`config.mk`:
```
export PLATFORM = sky130hd
export DESIGN_NAME = detector_trigger_responder
export DESIGN_NICKNAME = d
export VERILOG_FILES = /design/src/rtl/detector_trigger_responder.sv
export SDC_FILE = /design/constraint.sdc
export NUM_CORES = 1
export LEC_CHECK = 0
export ABC_AREA = 1
export CORE_UTILIZATION = 29
export DETAILED_ROUTE_END_ITERATION = 8
export GPL_TIMING_DRIVEN = 0
export PLACE_DENSITY = 0.6
export SYNTH_ARGS = -nofsm -noshare
export SYNTH_HDL_FRONTEND = slang
export SYNTH_SLANG_ARGS = --single-unit
```
`constraint.sdc`:
```
create_clock -name clock -period 1.8 [get_ports clock]
set_input_delay 0.36 -clock clock [delete_from_list [all_inputs] [get_ports clock]]
set_output_delay 0.36 -clock clock [all_outputs]
set_load 0.05 [all_outputs]
```
`src/rtl/detector_trigger_responder.sv`:
```
// rtl/detector_trigger_responder.sv - detector-side trigger responder: sync, qualify, expose/readout FSM, counters
module detector_trigger_responder #(
    parameter int MIN_TRIGGER_CYCLES = 4,
    parameter int EXPOSURE_CYCLES    = 20_000,
    parameter int READOUT_CYCLES     = 1_280_000,
    parameter int CNT_W              = 32
) (
    input  logic             clock,
    input  logic             reset_signal,
    input  logic             enable_signal,
    input  logic             trigger_signal,
    output logic             detector_ready,
    output logic             exposure_active,
    output logic             frame_done,
    output logic [CNT_W-1:0] accepted_count,
    output logic [CNT_W-1:0] missed_count,
    output logic [7:0]       responder_state
);

    localparam int MAX_CYC = (EXPOSURE_CYCLES > READOUT_CYCLES) ? EXPOSURE_CYCLES : READOUT_CYCLES;
    localparam int TW      = (MAX_CYC > 1) ? $clog2(MAX_CYC + 1) : 1;
    localparam int HW      = $clog2(MIN_TRIGGER_CYCLES + 1);

    typedef enum logic [7:0] {
        S_DISABLED = 8'h00,
        S_IDLE     = 8'h01,
        S_EXPOSE   = 8'h02,
        S_READOUT  = 8'h04
    } state_t;

    state_t           state_q, state_d;
    logic             ff1_q, ff1_d, ff2_q, ff2_d;
    logic [1:0]       primed_q, primed_d;
    logic             armed_q, armed_d;
    logic [HW-1:0]    hi_cnt_q, hi_cnt_d;
    logic             qual_q, qual_d;
    logic [TW-1:0]    timer_q, timer_d;
    logic             frame_done_q, frame_done_d;
    logic [CNT_W-1:0] acc_q, acc_d, miss_q, miss_d;

    // Synchroniser and pulse qualifier; primed_q marks when ff2 holds a genuine post-reset sample.
    always_comb begin
        ff1_d    = trigger_signal;
        ff2_d    = ff1_q;
        primed_d = {primed_q[0], 1'b1};
        armed_d  = armed_q | (primed_q[1] & ~ff2_q);
        hi_cnt_d = hi_cnt_q;
        qual_d   = 1'b0;
        if (!ff2_q) begin
            hi_cnt_d = '0;
        end else if (armed_q && hi_cnt_q != HW'(MIN_TRIGGER_CYCLES)) begin
            hi_cnt_d = hi_cnt_q + 1'b1;
            qual_d   = (hi_cnt_q == HW'(MIN_TRIGGER_CYCLES - 1));
        end
    end

    always_comb begin
        state_d      = state_q;
        timer_d      = timer_q;
        frame_done_d = 1'b0;
        acc_d        = acc_q;
        miss_d       = miss_q;
        case (state_q)
            S_DISABLED: begin
                if (enable_signal) state_d = S_IDLE;
            end
            S_IDLE: begin
                if (!enable_signal) begin
                    state_d = S_DISABLED;
                end else if (qual_q) begin
                    state_d = S_EXPOSE;
                    timer_d = TW'(EXPOSURE_CYCLES - 1);
                    if (acc_q != '1) acc_d = acc_q + 1'b1;
                end
            end
            S_EXPOSE: begin
                if (timer_q == '0) begin
                    state_d = S_READOUT;
                    timer_d = TW'(READOUT_CYCLES - 1);
                end else begin
                    timer_d = timer_q - 1'b1;
                end
            end
            S_READOUT: begin
                if (timer_q == '0) begin
                    state_d      = enable_signal ? S_IDLE : S_DISABLED;
                    frame_done_d = 1'b1;
                end else begin
                    timer_d = timer_q - 1'b1;
                end
            end
            default: state_d = S_DISABLED;
        endcase
        if (qual_q && (state_q == S_EXPOSE || state_q == S_READOUT) && miss_q != '1)
            miss_d = miss_q + 1'b1;
    end

    always_ff @(posedge clock) begin
        if (reset_signal) begin
            state_q      <= S_DISABLED;
            ff1_q        <= 1'b0;
            ff2_q        <= 1'b0;
            primed_q     <= 2'b00;
            armed_q      <= 1'b0;
            hi_cnt_q     <= '0;
            qual_q       <= 1'b0;
            timer_q      <= '0;
            frame_done_q <= 1'b0;
            acc_q        <= '0;
            miss_q       <= '0;
        end else begin
            state_q      <= state_d;
            ff1_q        <= ff1_d;
            ff2_q        <= ff2_d;
            primed_q     <= primed_d;
            armed_q      <= armed_d;
            hi_cnt_q     <= hi_cnt_d;
            qual_q       <= qual_d;
            timer_q      <= timer_d;
            frame_done_q <= frame_done_d;
            acc_q        <= acc_d;
            miss_q       <= miss_d;
        end
    end

    assign detector_ready  = (state_q == S_IDLE);
    assign exposure_active = (state_q == S_EXPOSE);
    assign responder_state = state_q;
    assign frame_done      = frame_done_q;
    assign accepted_count  = acc_q;
    assign missed_count    = miss_q;

endmodule

```
==> metrics <==
Cell Int Power 3620 µW; post-place setup slack -0.483 ns; PnR worst setup slack 0.00759 ns; Post-synth EDFFs 0; Diodes inserted 0; # Max-Cap Violations 0; Core ar. 20500 µm²; CP arrival 2.04 ns; Cell Pwr Density 557 nW/µm²; Final Hold Viols 0; final hold slack 0.398 ns; Final TNS setup 0 ns; P&R area growth vs syn 35.1%; Comb pwr share 0.031; Rows 52; status completed; number of buffers created by CTS 9; GRT Total Usage 0.170; initial core utilization 0.299; switching pwr 1000 µW; grt total ovfl 0; Design Power 4620 µW; CP Class reg2reg; sequential share of power 0.468; initial antenna violation count 0; Pre-antenna DRT Iters 5; Worst VDD drop 466 µV; Core Util, Final 0.404; Avg WL per Cell 13.6 µm; CTS max path bufs 2; Worst-Skew Late Latency 0.36 ns; Root Driver clkbuf_16; sequential area share after synthesis 0.320; Tmin final 1.79 ns; Cells after Synth 951; vias in the first global route 5903; nature of the critical path startpoint register; dominant cells by area after synthesis dfxtp_1 (32%), nand2_1 (19%), nor2_1 (9.4%); Final nets 1090; Synth cell types 41; DP HPWL 13100 µm; switching power share of the total 0.217; Via-to-Cell Ratio 4.70; DRC 0; Peak Freq 558 MHz; Worst-Margin Slew 0.755 ns; Leakage 0.00360 µW; # H-tree levels 3; Async SR Flop Fraction 0; DRT antenna net count 0; Seq cells post-synth 98; Die ar. 21700 µm²; Most used DFF post-synth dfxtp_1; Mapped Avg Cell Area 6.45 µm²; most common cell after layout, fill and taps aside nand2_1; Die Span Y 147 µm; Worst Path Max Fanout 10; path type of the worst min-delay path reg2reg; # setup viols final 0; Yosys warning total 0; DRT Wirelength 18500 µm; unrepaired setup endpoints after global routing yes; Die X 147 µm; initial DRC count 301; layout cells sized above 1 0.249; I/O pins 79; Slew Limit Headroom 0.497; CP endpoint kind register; post-synthesis cell type with the largest combined area dfxtp_1; Clock power frac 0.501; vias post-DR 6367; CTS tree yes; largest net degree at the start of global routing 16; Placer Congestion 0.894; IO Port Bufs 72; Final Skew 0.00796 ns; clock sinks 98; first-pass GRT wire length 29500 µm; CP Data Required Time 2.05 ns; Synth Cell Area 6140 µm²; Max Slew Vio Count 0; share of the synthesized area in the top cell type 0.320; most frequent cells in the layout nand2_1 (292), nor2_1 (134), dlygate4sd2_1 (68); CTS clk-pin slew, worst paths 0.07 ns; fin crit share 0.996
per-layer routing:
metal | vias to the layer above | track usage | part of all wire
met3 | 30 | 0.0343 | 0.049
met4 | 0 | 0.0546 | 0.022
met2 | 143 | 0.285 | 0.47
li1 | 3259 | - | -
met5 | - | 0 | 0
met1 | 2935 | 0.217 | 0.46
logic make-up after synthesis:
group / Yosys count / share of synthesized area
adders and majority gates: 7 / 0.0143
xor gates and xnor gates: 41 / 0.0585
other: 1 / 0.000611
AOI/OAI and AO/OA: 98 / 0.0958
buffers and inverters: 104 / 0.0805
DFF: 98 / 0.320
and+or+nand+nor: 602 / 0.431
worst paths after layout:
path | startpoint | to | slack, ns | depth (start not counted)
max | timer_q[6]$_SDFFE_PP0P_ | timer_q[0]$_SDFFE_PP0P_ | 0.008 | 9
min | primed_q[0]$_DFF_P_ | primed_q[1]$_SDFF_PP0_ | 0.40 | 2
max reg2reg | timer_q[6]$_SDFFE_PP0P_ | timer_q[0]$_SDFFE_PP0P_ | 0.008 | 9
min reg2reg | primed_q[0]$_DFF_P_ | primed_q[1]$_SDFF_PP0_ | 0.40 | 2
synthesized netlist by cell type, types with 2 or more instances:
| cell type | number |
|---|---|
| a21oi_1 | 54 |
| a21oi_2 | 21 |
| and2_1 | 2 |
| buf_12 | 2 |
| buf_2 | 4 |
| buf_4 | 6 |
| buf_6 | 5 |
| clkbuf_1 | 11 |
| dfxtp_1 | 98 |
| ha_1 | 7 |
| inv_1 | 68 |
| inv_2 | 6 |
| nand2_1 | 313 |
| nand2_2 | 27 |
| nand2_4 | 2 |
| nand3_1 | 48 |
| nand3b_1 | 11 |
| nand4_1 | 16 |
| nor2_1 | 154 |
| nor2_2 | 3 |
| nor2_4 | 5 |
| nor3_1 | 12 |
| o211ai_1 | 2 |
| o21ai_0 | 17 |
| o21bai_1 | 2 |
| xnor2_1 | 14 |
| xor2_1 | 27 |
power groups by stage:
stage | Combinational [µW] | Sequential, µW | Clock (µW)
after CTS | 139 | 2170 | 2370
after global routing | 153 | 2160 | 2450
after global placement | 140 | 2220 | 0
after detailed placement | 141 | 2220 | 0
final | 141 | 2160 | 2320
after floorplan | 93.0 | 2230 | 0
sequential cells by signal, summed over array words and instances, names as in the netlist:
register,cells
qual_q,1
responder_state,3
accepted_count,32
ff1_q,1
hi_cnt_q,3
timer_q,21
missed_count,32
armed_q,1
frame_done,1
ff2_q,1
primed_q,2
per-stage QoR:
step | cells | instance area (µm²)
2_1_floorplan | 955 | 6260
3_3_place_gp | 1297 | 7320
3_5_place_dp | 1297 | 7320
4_1_cts | 1325 | 7770
5_1_grt | 1354 | 8290
6_report | 1354 | 8290
worst max-delay path, cell delays in order, from the launching register on:
cell and delay [ns]:
dfxtp_1 0.35, nor2_2 0.20, nand2_1 0.22, nor2_4 0.19, nand4_4 0.16, nand2_4 0.14, inv_2 0.06, buf_6 0.14
o21ai_0 0.16, nor2_1 0.06
layout make-up:
cell class	instances	area [µm²]
Buffer	27	223
Clock buffer	13	293
Clock inverter	3	65.1
Fill cell	2159	12200
Inverter	76	312
Multi-Input combinational cell	753	3980
Sequential cell	98	2070
Tap cell	270	338
Timing Repair Buffer	113	998
Timing Repair inverter	1	8.76
timing repair:
item / CTS / global route
pin swaps: 4 / 23
setup endpoints to repair: 145 / 75
hold buffers: 0 / 0
gates resized for setup: 96 / 86
gates cloned: 1 / 2
buffers inserted: 11 / 28
(Power assumes the default switching activity.)
